`config.mk`:
```
export PLATFORM = sky130hd
export DESIGN_NAME = fp_div_normround_flat
export DESIGN_NICKNAME = d
export VERILOG_FILES = /design/src/rtl/fp_div_pkg.sv /design/src/rtl/fp_div_normround_if.sv /design/src/rtl/fp_rne_round.sv /design/src/rtl/fp_div_normround.sv /design/src/flat_wrapper.sv
export SDC_FILE = /design/constraint.sdc
export NUM_CORES = 1
export LEC_CHECK = 0
export CORE_MARGIN = 2
export CORE_UTILIZATION = 54
export CTS_BUF_LIST = sky130_fd_sc_hd__clkbuf_4
export CTS_CLUSTER_SIZE = 10
export DETAILED_ROUTE_END_ITERATION = 6
export MAX_ROUTING_LAYER = met4
export PLACE_DENSITY_LB_ADDON = 0.08
export RECOVER_POWER = 50
export SYNTH_ARGS = -nofsm -noshare
export SYNTH_HDL_FRONTEND = slang
export SYNTH_SLANG_ARGS = --single-unit
```
`constraint.sdc`:
```
create_clock -name clk -period 6.25 [get_ports clk]
set_input_delay 1.5625 -clock clk [delete_from_list [all_inputs] [get_ports clk]]
set_output_delay 1.5625 -clock clk [all_outputs]
set_load 0.005 [all_outputs]
```
`src/rtl/fp_div_pkg.sv`:
```
// fp_div_pkg: shared special-case tags and field helpers for the fp divide path
package fp_div_pkg;
  typedef enum logic [1:0] {
    SPEC_NORMAL = 2'b00,
    SPEC_ZERO   = 2'b01,
    SPEC_INF    = 2'b10,
    SPEC_NAN    = 2'b11
  } spec_e;
  function automatic int exp_bias(input int explen);
    return (1 << (explen - 1)) - 1;
  endfunction
  function automatic logic [63:0] qnan_bits(input int explen, input int mantlen);
    return (((64'd1 << explen) - 64'd1) << mantlen) | (64'd1 << (mantlen - 1));
  endfunction
endpackage

```
`src/rtl/fp_div_normround_if.sv`:
```
// fp_div_normround_if: input beat and output result channels of the post-divider stage
interface fp_div_normround_if #(
  parameter int QUOTIENTLEN  = 16,
  parameter int REMAINDERLEN = 8,
  parameter int EXPLEN       = 5,
  parameter int MANTLEN      = 10
);
  logic                          in_valid;
  logic                          in_ready;
  logic [QUOTIENTLEN-1:0]        quotient;
  logic [REMAINDERLEN-1:0]       remainder;
  logic                          in_sign;
  logic signed [EXPLEN+1:0]      in_exp;
  logic [1:0]                    in_special;
  logic                          out_valid;
  logic                          out_ready;
  logic [EXPLEN+MANTLEN:0]       result;
  logic                          overflow;
  logic                          underflow;
  logic                          inexact;
  modport master (
    output in_valid, quotient, remainder, in_sign, in_exp, in_special, out_ready,
    input  in_ready, out_valid, result, overflow, underflow, inexact
  );
  modport slave (
    input  in_valid, quotient, remainder, in_sign, in_exp, in_special, out_ready,
    output in_ready, out_valid, result, overflow, underflow, inexact
  );
endinterface

```
`src/rtl/fp_rne_round.sv`:
```
// fp_rne_round: round-to-nearest-even of a fraction given guard and sticky bits
module fp_rne_round #(
  parameter int MANTLEN = 10
) (
  input  logic [MANTLEN-1:0] frac,
  input  logic               guard,
  input  logic               sticky,
  output logic [MANTLEN-1:0] frac_r,
  output logic               carry,
  output logic               inexact
);
  always_comb begin
    {carry, frac_r} = {1'b0, frac} + (MANTLEN+1)'(guard & (sticky | frac[0]));
    inexact = guard | sticky;
  end
endmodule

```
`src/rtl/fp_div_normround.sv`:
```
// fp_div_normround: normalize, RNE-round and pack a divider quotient; 2-stage valid/ready pipe
module fp_div_normround
  import fp_div_pkg::*;
#(
  parameter int QUOTIENTLEN  = 16,
  parameter int REMAINDERLEN = 8,
  parameter int EXPLEN       = 5,
  parameter int MANTLEN      = 10
) (
  input logic clk,
  input logic rst,
  fp_div_normround_if.slave bus
);
  localparam int EW = EXPLEN + 2;
  localparam int RW = 1 + EXPLEN + MANTLEN;
  localparam logic signed [EW-1:0] EMAX = EW'((1 << EXPLEN) - 1);
  logic s2_adv, in_ready, take, lead, load2;
  logic [QUOTIENTLEN-2:0] qn;
  logic s1_valid_d, s1_valid_q, s1_sign_d, s1_sign_q, s1_guard_d, s1_guard_q, s1_sticky_d, s1_sticky_q;
  logic signed [EW-1:0] s1_exp_d, s1_exp_q, e;
  spec_e s1_spec_d, s1_spec_q;
  logic [MANTLEN-1:0] s1_frac_d, s1_frac_q, frac_r;
  logic carry, rinx, norm, ovf, unf;
  logic [RW-1:0] res, res_d, res_q;
  logic s2_valid_d, s2_valid_q, ovf_d, ovf_q, unf_d, unf_q, inx_d, inx_q;
  always_comb begin
    s2_adv = !s2_valid_q | bus.out_ready;
    in_ready = !s1_valid_q | s2_adv;
    take = bus.in_valid & in_ready;
    lead = bus.quotient[QUOTIENTLEN-1];
    // qn drops the leading-one position; only bits below it matter
    qn = lead ? bus.quotient[QUOTIENTLEN-2:0] : {bus.quotient[QUOTIENTLEN-3:0], 1'b0};
    s1_valid_d = in_ready ? bus.in_valid : s1_valid_q;
    s1_sign_d = take ? bus.in_sign : s1_sign_q;
    s1_exp_d = take ? bus.in_exp - EW'(!lead) : s1_exp_q;
    s1_spec_d = take ? spec_e'(bus.in_special) : s1_spec_q;
    s1_frac_d = take ? qn[QUOTIENTLEN-2 -: MANTLEN] : s1_frac_q;
    s1_guard_d = take ? qn[QUOTIENTLEN-2-MANTLEN] : s1_guard_q;
    s1_sticky_d = take ? (|qn[QUOTIENTLEN-3-MANTLEN:0]) | (|bus.remainder) : s1_sticky_q;
  end
  fp_rne_round #(.MANTLEN(MANTLEN)) u_round (
    .frac(s1_frac_q), .guard(s1_guard_q), .sticky(s1_sticky_q),
    .frac_r(frac_r), .carry(carry), .inexact(rinx)
  );
  always_comb begin
    e = s1_exp_q + EW'(carry);
    norm = s1_spec_q == SPEC_NORMAL;
    ovf = e >= EMAX;
    unf = e[EW-1] | (e == '0);
    res = s1_spec_q == SPEC_NAN ? RW'(qnan_bits(EXPLEN, MANTLEN)) :
          (s1_spec_q == SPEC_INF) | (norm & ovf) ? {s1_sign_q, {EXPLEN{1'b1}}, {MANTLEN{1'b0}}} :
          (s1_spec_q == SPEC_ZERO) | unf ? {s1_sign_q, {(RW-1){1'b0}}} :
          {s1_sign_q, e[EXPLEN-1:0], frac_r};
    load2 = s2_adv & s1_valid_q;
    s2_valid_d = s2_adv ? s1_valid_q : s2_valid_q;
    res_d = load2 ? res : res_q;
    ovf_d = load2 ? norm & ovf : ovf_q;
    unf_d = load2 ? norm & !ovf & unf : unf_q;
    inx_d = load2 ? norm & (rinx | ovf | unf) : inx_q;
  end
  always_ff @(posedge clk or posedge rst) begin
    if (rst) begin
      s1_valid_q <= 1'b0;
      s1_sign_q <= 1'b0;
      s1_exp_q <= '0;
      s1_spec_q <= SPEC_NORMAL;
      s1_frac_q <= '0;
      s1_guard_q <= 1'b0;
      s1_sticky_q <= 1'b0;
      s2_valid_q <= 1'b0;
      res_q <= '0;
      ovf_q <= 1'b0;
      unf_q <= 1'b0;
      inx_q <= 1'b0;
    end else begin
      s1_valid_q <= s1_valid_d;
      s1_sign_q <= s1_sign_d;
      s1_exp_q <= s1_exp_d;
      s1_spec_q <= s1_spec_d;
      s1_frac_q <= s1_frac_d;
      s1_guard_q <= s1_guard_d;
      s1_sticky_q <= s1_sticky_d;
      s2_valid_q <= s2_valid_d;
      res_q <= res_d;
      ovf_q <= ovf_d;
      unf_q <= unf_d;
      inx_q <= inx_d;
    end
  end
  assign bus.in_ready = in_ready;
  assign bus.out_valid = s2_valid_q;
  assign bus.result = res_q;
  assign bus.overflow = ovf_q;
  assign bus.underflow = unf_q;
  assign bus.inexact = inx_q;
endmodule

```
`src/flat_wrapper.sv`:
```
// flat-port wrapper written by rule: the top's interface ports become plain ports
module fp_div_normround_flat import fp_div_pkg::*;
#(
  parameter int QUOTIENTLEN  = 16,
  parameter int REMAINDERLEN = 8,
  parameter int EXPLEN       = 5,
  parameter int MANTLEN      = 10
)
  (clk, rst, bus_in_valid, bus_quotient, bus_remainder, bus_in_sign, bus_in_exp, bus_in_special, bus_out_ready, bus_in_ready, bus_out_valid, bus_result, bus_overflow, bus_underflow, bus_inexact);
  fp_div_normround_if #(.QUOTIENTLEN(QUOTIENTLEN), .REMAINDERLEN(REMAINDERLEN), .EXPLEN(EXPLEN), .MANTLEN(MANTLEN)) bus_i ();
  input logic clk;
  input logic rst;
  input wire logic [$bits(bus_i.in_valid)-1:0] bus_in_valid;
  input wire logic [$bits(bus_i.quotient)-1:0] bus_quotient;
  input wire logic [$bits(bus_i.remainder)-1:0] bus_remainder;
  input wire logic [$bits(bus_i.in_sign)-1:0] bus_in_sign;
  input wire logic [$bits(bus_i.in_exp)-1:0] bus_in_exp;
  input wire logic [$bits(bus_i.in_special)-1:0] bus_in_special;
  input wire logic [$bits(bus_i.out_ready)-1:0] bus_out_ready;
  output wire logic [$bits(bus_i.in_ready)-1:0] bus_in_ready;
  output wire logic [$bits(bus_i.out_valid)-1:0] bus_out_valid;
  output wire logic [$bits(bus_i.result)-1:0] bus_result;
  output wire logic [$bits(bus_i.overflow)-1:0] bus_overflow;
  output wire logic [$bits(bus_i.underflow)-1:0] bus_underflow;
  output wire logic [$bits(bus_i.inexact)-1:0] bus_inexact;
  assign bus_i.in_valid = bus_in_valid;
  assign bus_i.quotient = bus_quotient;
  assign bus_i.remainder = bus_remainder;
  assign bus_i.in_sign = bus_in_sign;
  assign bus_i.in_exp = bus_in_exp;
  assign bus_i.in_special = bus_in_special;
  assign bus_i.out_ready = bus_out_ready;
  assign bus_in_ready = bus_i.in_ready;
  assign bus_out_valid = bus_i.out_valid;
  assign bus_result = bus_i.result;
  assign bus_overflow = bus_i.overflow;
  assign bus_underflow = bus_i.underflow;
  assign bus_inexact = bus_i.inexact;
  fp_div_normround #(.QUOTIENTLEN(QUOTIENTLEN), .REMAINDERLEN(REMAINDERLEN), .EXPLEN(EXPLEN), .MANTLEN(MANTLEN)) u_core (.clk(clk), .rst(rst), .bus(bus_i));
endmodule
```
==> impl_metrics.yaml, run 1 <==
status:
  status: "finished, violations left"
  violations: "capacitance limit, slew limit"
power:
  p_switching_uw: 207
  p_total_uw: 666
  seq_power_share: 0.539
  combPwrFrac: 0.269
  p_sw_frac: 0.311
  p_int_uw: 459
  leakage_nw: 1.22
  clkPwrFrac: 0.192
  pwr_density_cell_mw_per_mm2: 226
  ir_worst_vdd_mv: 0.126
finish:
  final_nets: 338
  register_area_mm2: 0.00108
  syn_to_final_growth_pct: 27.8
  drive_gt1_frac: 0.0644
  final_core_util: 0.727
  diodes: 0
  nFillCells: 333
  multi_input_area_mm2: 0.00116
synth:
  synthCells: 240
  synth_cell_types: 40
  ys.flop_type: "dfrtp_1"
  yosysTopAreaCellShare: 0.466
  synth_area_mm2: 0.00231
  async_flop_share: 1.00
  ys_seq_area_frac: 0.466
  synth_edf_count: 0
  yosysMostFrequentCell: "dfrtp_1"
  synth_common_cells: "dfrtp_1, nand2_1, o21ai_0"
  synthesis.nets: 284
  ys_ff_latch: 43
  synth_warnings: 0
  avgSynthCellArea_um2: 9.62
  synth.area.top_cells: "dfrtp_1, nand2_1, mux2i_1, o21ai_0, o31ai_2"
  yosysTopAreaCell: "dfrtp_1"
timing:
  drv_slew: 44
  maxSlewHeadroom: -0.455
  finalClockSkew_ns: 0.0143
  fin_crit_sh: 0.697
  worst_pin_slew_ns: 2.18
  finalSetupViolations: 0
  fmax_ghz: 0.229
  holdWs_ns: 0.487
  final.min_clock_period_ns: 4.36
  setup_tns_ns: 0
  rsz0062_at_grt: "false"
  hold_viol: 0
  setup_slack_ns: 1.89
clock_network:
  clkTransAtPathRegs_ns: 0.11
  postCtsHoldBufs: 0
  clock-sinks: 43
  cts_setup_buffers: 0
  cts_tree: "yes"
  root_buffer: "clkbuf_4"
  cts.repair.resized: 0
  cts_max_level: 2
  numCtsBuffers: 5
  clock_path_buffers: 2
  clk_latency_ns: 0.35
drt:
  via_per_inst: 5.41
  antenna_left: 0
  vias: 1867
  route.detailed.drc: 0
  drtPass1Iterations: 4
  drt_iter0_drc: 158
  wire_per_inst_um: 12.5
  wl_um: 4300
flow_run:
  drv_cap: 1
worst_setup_path:
  critPathKind: "input pin to output pin"
  crit_end: "bus_in_ready"
  slowest_delay_ns: 0.54
  ff2ff_path_depth: 12
  cp.required_ns: 4.69
  end_kind: "output pin"
  critPathSlowestCell: "dlygate4sd3_1"
  cp_max_fo: 3
  regToRegStartpoint: "u_core.s1_sticky_q"
  worstPathArrival_ns: 2.80
  path_cells: "dlygate4sd3_1 -> nand3b_1 -> clkdlybuf4s50_1"
  cp-start-kind: "input pin"
  r2r-end: "u_core.bus.result[7]"
  crit_start: "bus_out_ready"
  ff2ff_setup_slack_ns: 2.89
die:
  ioPinCount: 59
  core_mm2: 0.00406
  die_h_um: 69.4
  initial_core_util: 0.569
  fp-row-count: 23
  dieArea_mm2: 0.00481
  die_w_um: 69.4
placed_design:
  place.detailed.hpwl_um: 3330
  io_buffers: 58
  gp_congestion: 0.784
  place_worst_setup_slack_ns: 1.98
grt:
  antenna_found_initial: 0
  grt_use_total: 0.199
  grt_pass1_vias: 1746
  grt_pass1_wl_um: 7690
  grt_max_degree: 44
  overflow: 0
worst_hold_path:
  hold_class: "flop to flop"
power by group through the flow:
| stage | sequential, mW | combinational [mW] | clock (mW) |
|---|---|---|---|
| after floorplan | 0.352 | 0.106 | 0 |
| after detailed placement | 0.364 | 0.182 | 0 |
| final | 0.359 | 0.180 | 0.128 |
| after global placement | 0.362 | 0.178 | 0 |
| after CTS | 0.358 | 0.182 | 0.130 |
| after global routing | 0.367 | 0.201 | 0.141 |
layout by cell type (no fill, tap or decap), types with 2 or more instances in the layout:
| cell | count |
|---|---|
| o21ai_0 | 20 |
| o21a_1 | 2 |
| xor2_1 | 10 |
| nor2_1 | 10 |
| dlygate4sd3_1 | 2 |
| a31oi_1 | 6 |
| nand2_1 | 42 |
| o21ai_1 | 3 |
| nand3b_1 | 2 |
| a311oi_1 | 2 |
| clkdlybuf4s50_1 | 56 |
| or4_1 | 2 |
| inv_1 | 4 |
| or3_1 | 3 |
| clkbuf_4 | 5 |
| clkbuf_1 | 2 |
| ha_1 | 6 |
| mux2_2 | 3 |
| dfrtp_1 | 43 |
| xnor2_1 | 8 |
| nand2b_1 | 4 |
| nand3_1 | 8 |
| nor3_1 | 9 |
| mux2i_1 | 11 |
| clkinv_1 | 2 |
| a21oi_1 | 7 |
| o31ai_2 | 7 |
| nand4_1 | 3 |
flip-flops by register name, indices dropped and copies added (netlist names):
signal,count
u_core.bus.overflow,1
u_core.bus.out_valid,1
u_core.s1_valid_q,1
u_core.s1_sticky_q,1
u_core.s1_spec_q,2
u_core.bus.inexact,1
u_core.bus.result,16
u_core.bus.underflow,1
u_core.s1_frac_q,10
u_core.s1_guard_q,1
u_core.s1_exp_q,7
u_core.s1_sign_q,1
metrics by stage:
step                      area [um2]  std cells
after floorplan                 2310        240
after global placement          2910        337
after detailed placement        2910        337
after CTS                       2960        345
after global routing            2950        345
final                           2950        345
area by class of cell:
class / count / area share
clock buffer: 5 / 0.0127
clock inverter: 3 / 0.00509
inverter: 4 / 0.00509
multi-input combinational: 180 / 0.392
sequential: 43 / 0.365
tap: 50 / 0.0212
timing repair buffer: 60 / 0.199
critical path, delay by kind of cell:
kind / cells / cell delay [ns]
AND/OR/NAND/NOR: 1 / 0.21
buffers and inverters: 2 / 1.02
cells by family (layout without fill, tap and decap cells):
group                    after synthesis  after routing  synth area share
AND/OR/NAND/NOR                       88             88             0.177
AO/OA/AOI/OAI                         54             54             0.160
flip-flops                            43             43             0.466
XOR/XNOR                              18             18            0.0683
buffers and inverters                 17             72            0.0331
multiplexers                          14             14            0.0623
adder cells (fa/ha/maj)                6              6            0.0325
metal layers:
metal | wire [um] | up-vias | track usage
met4 | 10 | 0 | 0.0196
li1 | - | 959 | -
met1 | 2120 | 846 | 0.281
met3 | 257 | 2 | 0.0494
met5 | 0 | - | -
met2 | 1910 | 60 | 0.306
worst min path at each step:
stage,startpoint,end,slack (ns),cells past startpoint
6_report,u_core.bus.result[13],u_core.bus.result[13],0.49,2
5_1_grt,u_core.bus.inexact,u_core.bus.inexact,0.53,2
4_1_cts,u_core.bus.result[13],u_core.bus.result[13],0.50,2
3_5_place_dp,u_core.bus.result[13],u_core.bus.result[13],0.47,2
3_3_place_gp,u_core.bus.result[15],u_core.bus.result[15],0.45,2
2_1_floorplan,u_core.s1_exp_q[0],u_core.s1_exp_q[0],0.46,2
Note: power is estimated with default switching activity, not from simulation.
==> run 2: changes to the inputs <==
Settings changed: CORE_UTILIZATION 54 to 51.
Clock period 6.25 ns to 4.4 ns, I/O delays scaled along.
==> run 2 against run 1 <==
Effect of this change:
- the run still ends with capacitance limit, slew limit left
- total power grew 44%
- clock power grew 53%
- sequential share of layout area shrank 0.23 points
- register-to-register slack lost 1.8 ns
- non-clock buffer count grew 1
- cell count grew 0.87%
- die area grew 5.6%
- combinational power grew 41%
- flip-flop and latch count is the same
- worst setup slack lost 0.91 ns
- cell area grew 0.64%
- largest cell class unchanged
- highest routed layer unchanged
==> impl_metrics.yaml, run 2 (synthesis results as in run 1) <==
worst_setup_path:
  cp.required_ns: 3.30
  worstPathArrival_ns: 2.32
  critPathKind: "input pin to output pin"
  path_cells: "dlygate4sd3_1 -> nand3b_1 -> clkdlybuf4s50_1"
  cp_max_fo: 3
  end_kind: "output pin"
  cp-start-kind: "input pin"
  critPathSlowestCell: "dlygate4sd3_1"
  slowest_delay_ns: 0.54
timing:
  maxSlewHeadroom: -0.512
  drv_slew: 44
  final.min_clock_period_ns: 3.42
  rsz0062_at_grt: "false"
  setup_slack_ns: 0.983
  finalClockSkew_ns: 0.0152
  setup_tns_ns: 0
  fin_crit_sh: 0.777
  fmax_ghz: 0.293
  hold_viol: 0
  finalSetupViolations: 0
  worst_pin_slew_ns: 2.27
drt:
  wl_um: 4540
  route.detailed.drc: 0
  wire_per_inst_um: 13.0
  drtPass1Iterations: 4
  vias: 1865
  antenna_left: 0
  drt_iter0_drc: 103
  via_per_inst: 5.36
grt:
  grtUsageMet2: 0.289
  met1_usage: 0.285
  grt_pass1_vias: 1694
  overflow: 0
  top_usage_layer: "met2"
  grt_max_degree: 44
  grt_use_total: 0.201
  met3_usage: 0.0478
  grt_pass1_wl_um: 7830
  antenna_found_initial: 0
die:
  die_w_um: 71.3
  fp-row-count: 24
  ioPinCount: 59
  core_mm2: 0.00435
  dieArea_mm2: 0.00508
  initial_core_util: 0.530
  die_h_um: 71.3
status:
  violations: "capacitance limit, slew limit"
  status: "finished, violations left"
power:
  ir_worst_vdd_mv: 0.156
  leakage_nw: 1.23
  pwr_density_cell_mw_per_mm2: 323
finish:
  largest_reg_flops: 16
  final_core_util: 0.682
  drive_gt1_frac: 0.0777
  syn_to_final_growth_pct: 28.6
  mostFrequentLayoutCell: "clkdlybuf4s50_1"
  final_cell_mix: "clkdlybuf4s50_1, dfrtp_1, nand2_1"
  diodes: 0
  nFillCells: 378
  final_nets: 339
clock_network:
  postCtsHoldBufs: 0
  clock-sinks: 43
  clk_latency_ns: 0.36
  cts.repair.resized: 0
  cts_tree: "yes"
  clkTransAtPathRegs_ns: 0.11
  cts_setup_buffers: 0
  clock_path_buffers: 2
  cts_max_level: 2
  numCtsBuffers: 5
  root_buffer: "clkbuf_4"
placed_design:
  gp_congestion: 0.804
  place_worst_setup_slack_ns: 1.06
  io_buffers: 58
  place.detailed.hpwl_um: 3500
flow_run:
  drv_cap: 1
worst_hold_path:
  hold_class: "flop to flop"
## run 2: cell count changes in the layout (fill, tap and decap cells not counted), sizes merged
cell,before,now
clkdlybuf4s50,56,51
clkinv,2,1
dlygate4sd3,2,7
buf,0,2
## run 2: cell type report
cell class	count	area, um2	share of cell area
multi-input cells	180	1160	0.389
flip-flops and latches	43	1080	0.362
repair buffers	61	599	0.202
well taps	52	65.1	0.0219
clock buffers	6	45.0	0.0152
inverters	4	15.0	0.00506
clock inverters	2	12.5	0.00421
## run 2: worst paths after layout
kind / startpoint / endpoint / slack [ns] / cells past startpoint
worst max-delay path: bus_out_ready / bus_in_ready / 0.98 / 3
worst max register to register: u_core.s1_sticky_q / u_core.bus.result[6] / 1.08 / 12
worst min-delay path: u_core.bus.result[13] / u_core.bus.result[13] / 0.49 / 2
min in group asynchronous: rst / u_core.bus.result[15] / 2.00 / 3
max in group asynchronous: rst / u_core.s1_valid_q / 1.10 / 3
worst min register to register: u_core.bus.result[13] / u_core.bus.result[13] / 0.49 / 2
## run 2: routing by layer
| metal | up-vias | share of wire |
|---|---|---|
| met1 | 835 | 0.50 |
| met4 | 0 | 0.012 |
| li1 | 965 | - |
| met2 | 60 | 0.43 |
| met5 | - | 0 |
| met3 | 5 | 0.057 |
## run 2: worst max-delay path, delay by kind of cell
| family | cells | cell delay [ns] |
|---|---|---|
| buffers and inverters | 2 | 1.01 |
| AND/OR/NAND/NOR | 1 | 0.20 |
## run 2: per-stage QoR
step                cells  power [mW]  hold slack, ns  area [um2]
finish                348       0.959           0.488        2970
detailed placement    340       0.779           0.462        2920
floorplan             240       0.651           0.456        2310
global placement      340       0.771           0.451        2920
global route          348        1.02           0.511        2970
CTS                   348       0.972           0.490        2970
## run 2: report_power, final
group          leakage (nW)  internal (mW)  switching, mW  total, mW
combinational         0.669          0.139          0.115      0.254
sequential            0.531          0.452         0.0577      0.510
clock                0.0317         0.0679          0.128      0.196
==> run 3: changes to the inputs <==
Settings changed: CORE_UTILIZATION 51 to 46.
Clock period 4.4 ns to 2.9 ns, I/O delays scaled along.
==> run 3 against run 2 <==
Effect of this change:
- the flow now finishes without violations
- hold slack got worse by 0.010 ns
- flip-flop and latch count unchanged
- worst setup slack got worse by 0.88 ns
- critical endpoint is now u_core.bus.result[5]
- sequential share of layout area decreased by 2.1 points
- combinational power increased by 74%
- cell area increased by 6.1%
- total power increased by 54%
- die area increased by 10%
- critical path depth increased by 10
- clock skew decreased by 0.011 ns
- sequential power increased by 52%
==> impl_metrics.yaml, run 3 (synthesis results as in run 1) <==
finish:
  fin_area_mm2: 0.00315
  final_core_util: 0.658
  drive_gt1_frac: 0.148
  diodes: 0
  multi_input_area_mm2: 0.00121
  register_area_mm2: 0.00108
  final_cell_mix: "clkdlybuf4s50_1, dfrtp_1, nand2_1"
  final_nets: 354
  syn_to_final_growth_pct: 36.4
  nFillCells: 421
  fin_cells: 377
  mostFrequentLayoutCell: "clkdlybuf4s50_1"
  largest_reg_flops: 16
grt:
  grt_use_total: 0.195
  antenna_found_initial: 0
  overflow: 0
  grt_pass1_wl_um: 8090
  grt_pass1_vias: 1809
  grt_max_degree: 44
placed_design:
  io_buffers: 58
  dpl.cell_count: 367
  place_worst_setup_slack_ns: -0.0689
  place_area_mm2: 0.00302
  gp_congestion: 0.801
  place.detailed.hpwl_um: 3700
die:
  core_mm2: 0.00479
  dieArea_mm2: 0.00560
  initial_core_util: 0.482
  fp-row-count: 25
  die_w_um: 74.8
  die_h_um: 74.8
  ioPinCount: 59
clock_network:
  clkTransAtPathRegs_ns: 0.11
  clock-sinks: 43
  root_buffer: "clkbuf_4"
  postCtsHoldBufs: 0
  cts_tree: "yes"
  numCtsBuffers: 5
  clock_path_buffers: 2
  clk_latency_ns: 0.34
  cts_max_level: 2
power:
  ir_worst_vdd_mv: 0.231
  pwr_density_cell_mw_per_mm2: 471
  leakage_nw: 1.31
  p_total_mw: 1.48
status:
  status: "finished, final reports clean"
timing:
  fmax_ghz: 0.358
  finalSetupViolations: 0
  maxSlewHeadroom: 0.294
  drv_slew: 0
  final.min_clock_period_ns: 2.80
  finalClockSkew_ns: 0.00449
  worst_pin_slew_ns: 1.06
  setup_slack_ns: 0.104
  hold_viol: 0
  holdWs_ns: 0.477
  setup_tns_ns: 0
  fin_crit_sh: 0.964
drt:
  drt_iter0_drc: 67
  antenna_left: 0
  via_per_inst: 5.20
  route.detailed.drc: 0
  wl_um: 4830
  drtPass1Iterations: 4
  wire_per_inst_um: 12.8
  vias: 1962
worst_setup_path:
  cp_max_fo: 4
  worstPathArrival_ns: 3.06
  cp-start-kind: "flop"
  end_kind: "flop"
  critPathKind: "flop to flop"
  cp.required_ns: 3.16
worst_hold_path:
  hold_class: "flop to flop"
flow_run:
  drv_cap: 0
[run 3: cell count changes in the layout (fill, tap and decap cells not counted), sizes merged]
cell           previous run  this run
clkdlybuf4s50            51        56
buf                       2        17
clkinv                    1         2
clkbuf                    7         6
dlygate4sd3               7         2
clkinvlp                  1         0
[run 3: critical path, stage by stage, from the launching register on]
cell,delay [ns]
dfrtp_1,0.39
o21a_1,0.19
ha_1,0.19
ha_2,0.18
nand2_1,0.09
nor3_2,0.05
ha_2,0.20
ha_4,0.18
xor2_1,0.17
nand4_1,0.10
o22ai_1,0.10
or4_4,0.51
buf_4,0.17
o31ai_2,0.20
[run 3: report_power, final]
| part | leakage, nW | internal (mW) | switching (mW) | total (mW) |
|---|---|---|---|---|
| Clock | 0.0285 | 0.0860 | 0.176 | 0.262 |
| Combinational | 0.746 | 0.252 | 0.191 | 0.443 |
| Sequential | 0.531 | 0.685 | 0.0918 | 0.777 |
| Total | 1.31 | 1.02 | 0.459 | 1.48 |
[run 3: worst paths after layout]
kind	startpoint	to	slack [ns]	cells past startpoint
worst min-delay path	u_core.bus.result[15]	u_core.bus.result[15]	0.48	2
worst min register to register	u_core.bus.result[15]	u_core.bus.result[15]	0.48	2
worst max-delay path	u_core.s1_sticky_q	u_core.bus.result[5]	0.10	13
min in group asynchronous	rst	u_core.bus.result[10]	1.15	3
worst max register to register	u_core.s1_sticky_q	u_core.bus.result[5]	0.10	13
max in group asynchronous	rst	u_core.s1_frac_q[8]	1.11	3
[run 3: layout make-up]
class | instances | area share
Clock buffer | 5 | 0.0119
Clock inverter | 2 | 0.00278
Timing Repair Buffer | 76 | 0.228
Tap cell | 67 | 0.0266
Sequential cell | 43 | 0.342
Multi-Input combinational cell | 180 | 0.385
Inverter | 4 | 0.00477
[run 3: routing by layer]
layer | vias to the layer above | wire length (um) | GRT usage
met5 | - | 0 | -
met4 | 0 | 82 | 0.0595
met3 | 9 | 222 | 0.0442
met2 | 65 | 2140 | 0.287
met1 | 895 | 2390 | 0.271
li1 | 993 | - | -
[run 3: repair_timing]
action                     4_1_cts  5_1_grt
setup endpoints to repair        7       14
pin swaps                        1        6
buffers inserted                 1        1
cloned                           0        1
gates resized for setup          5        8
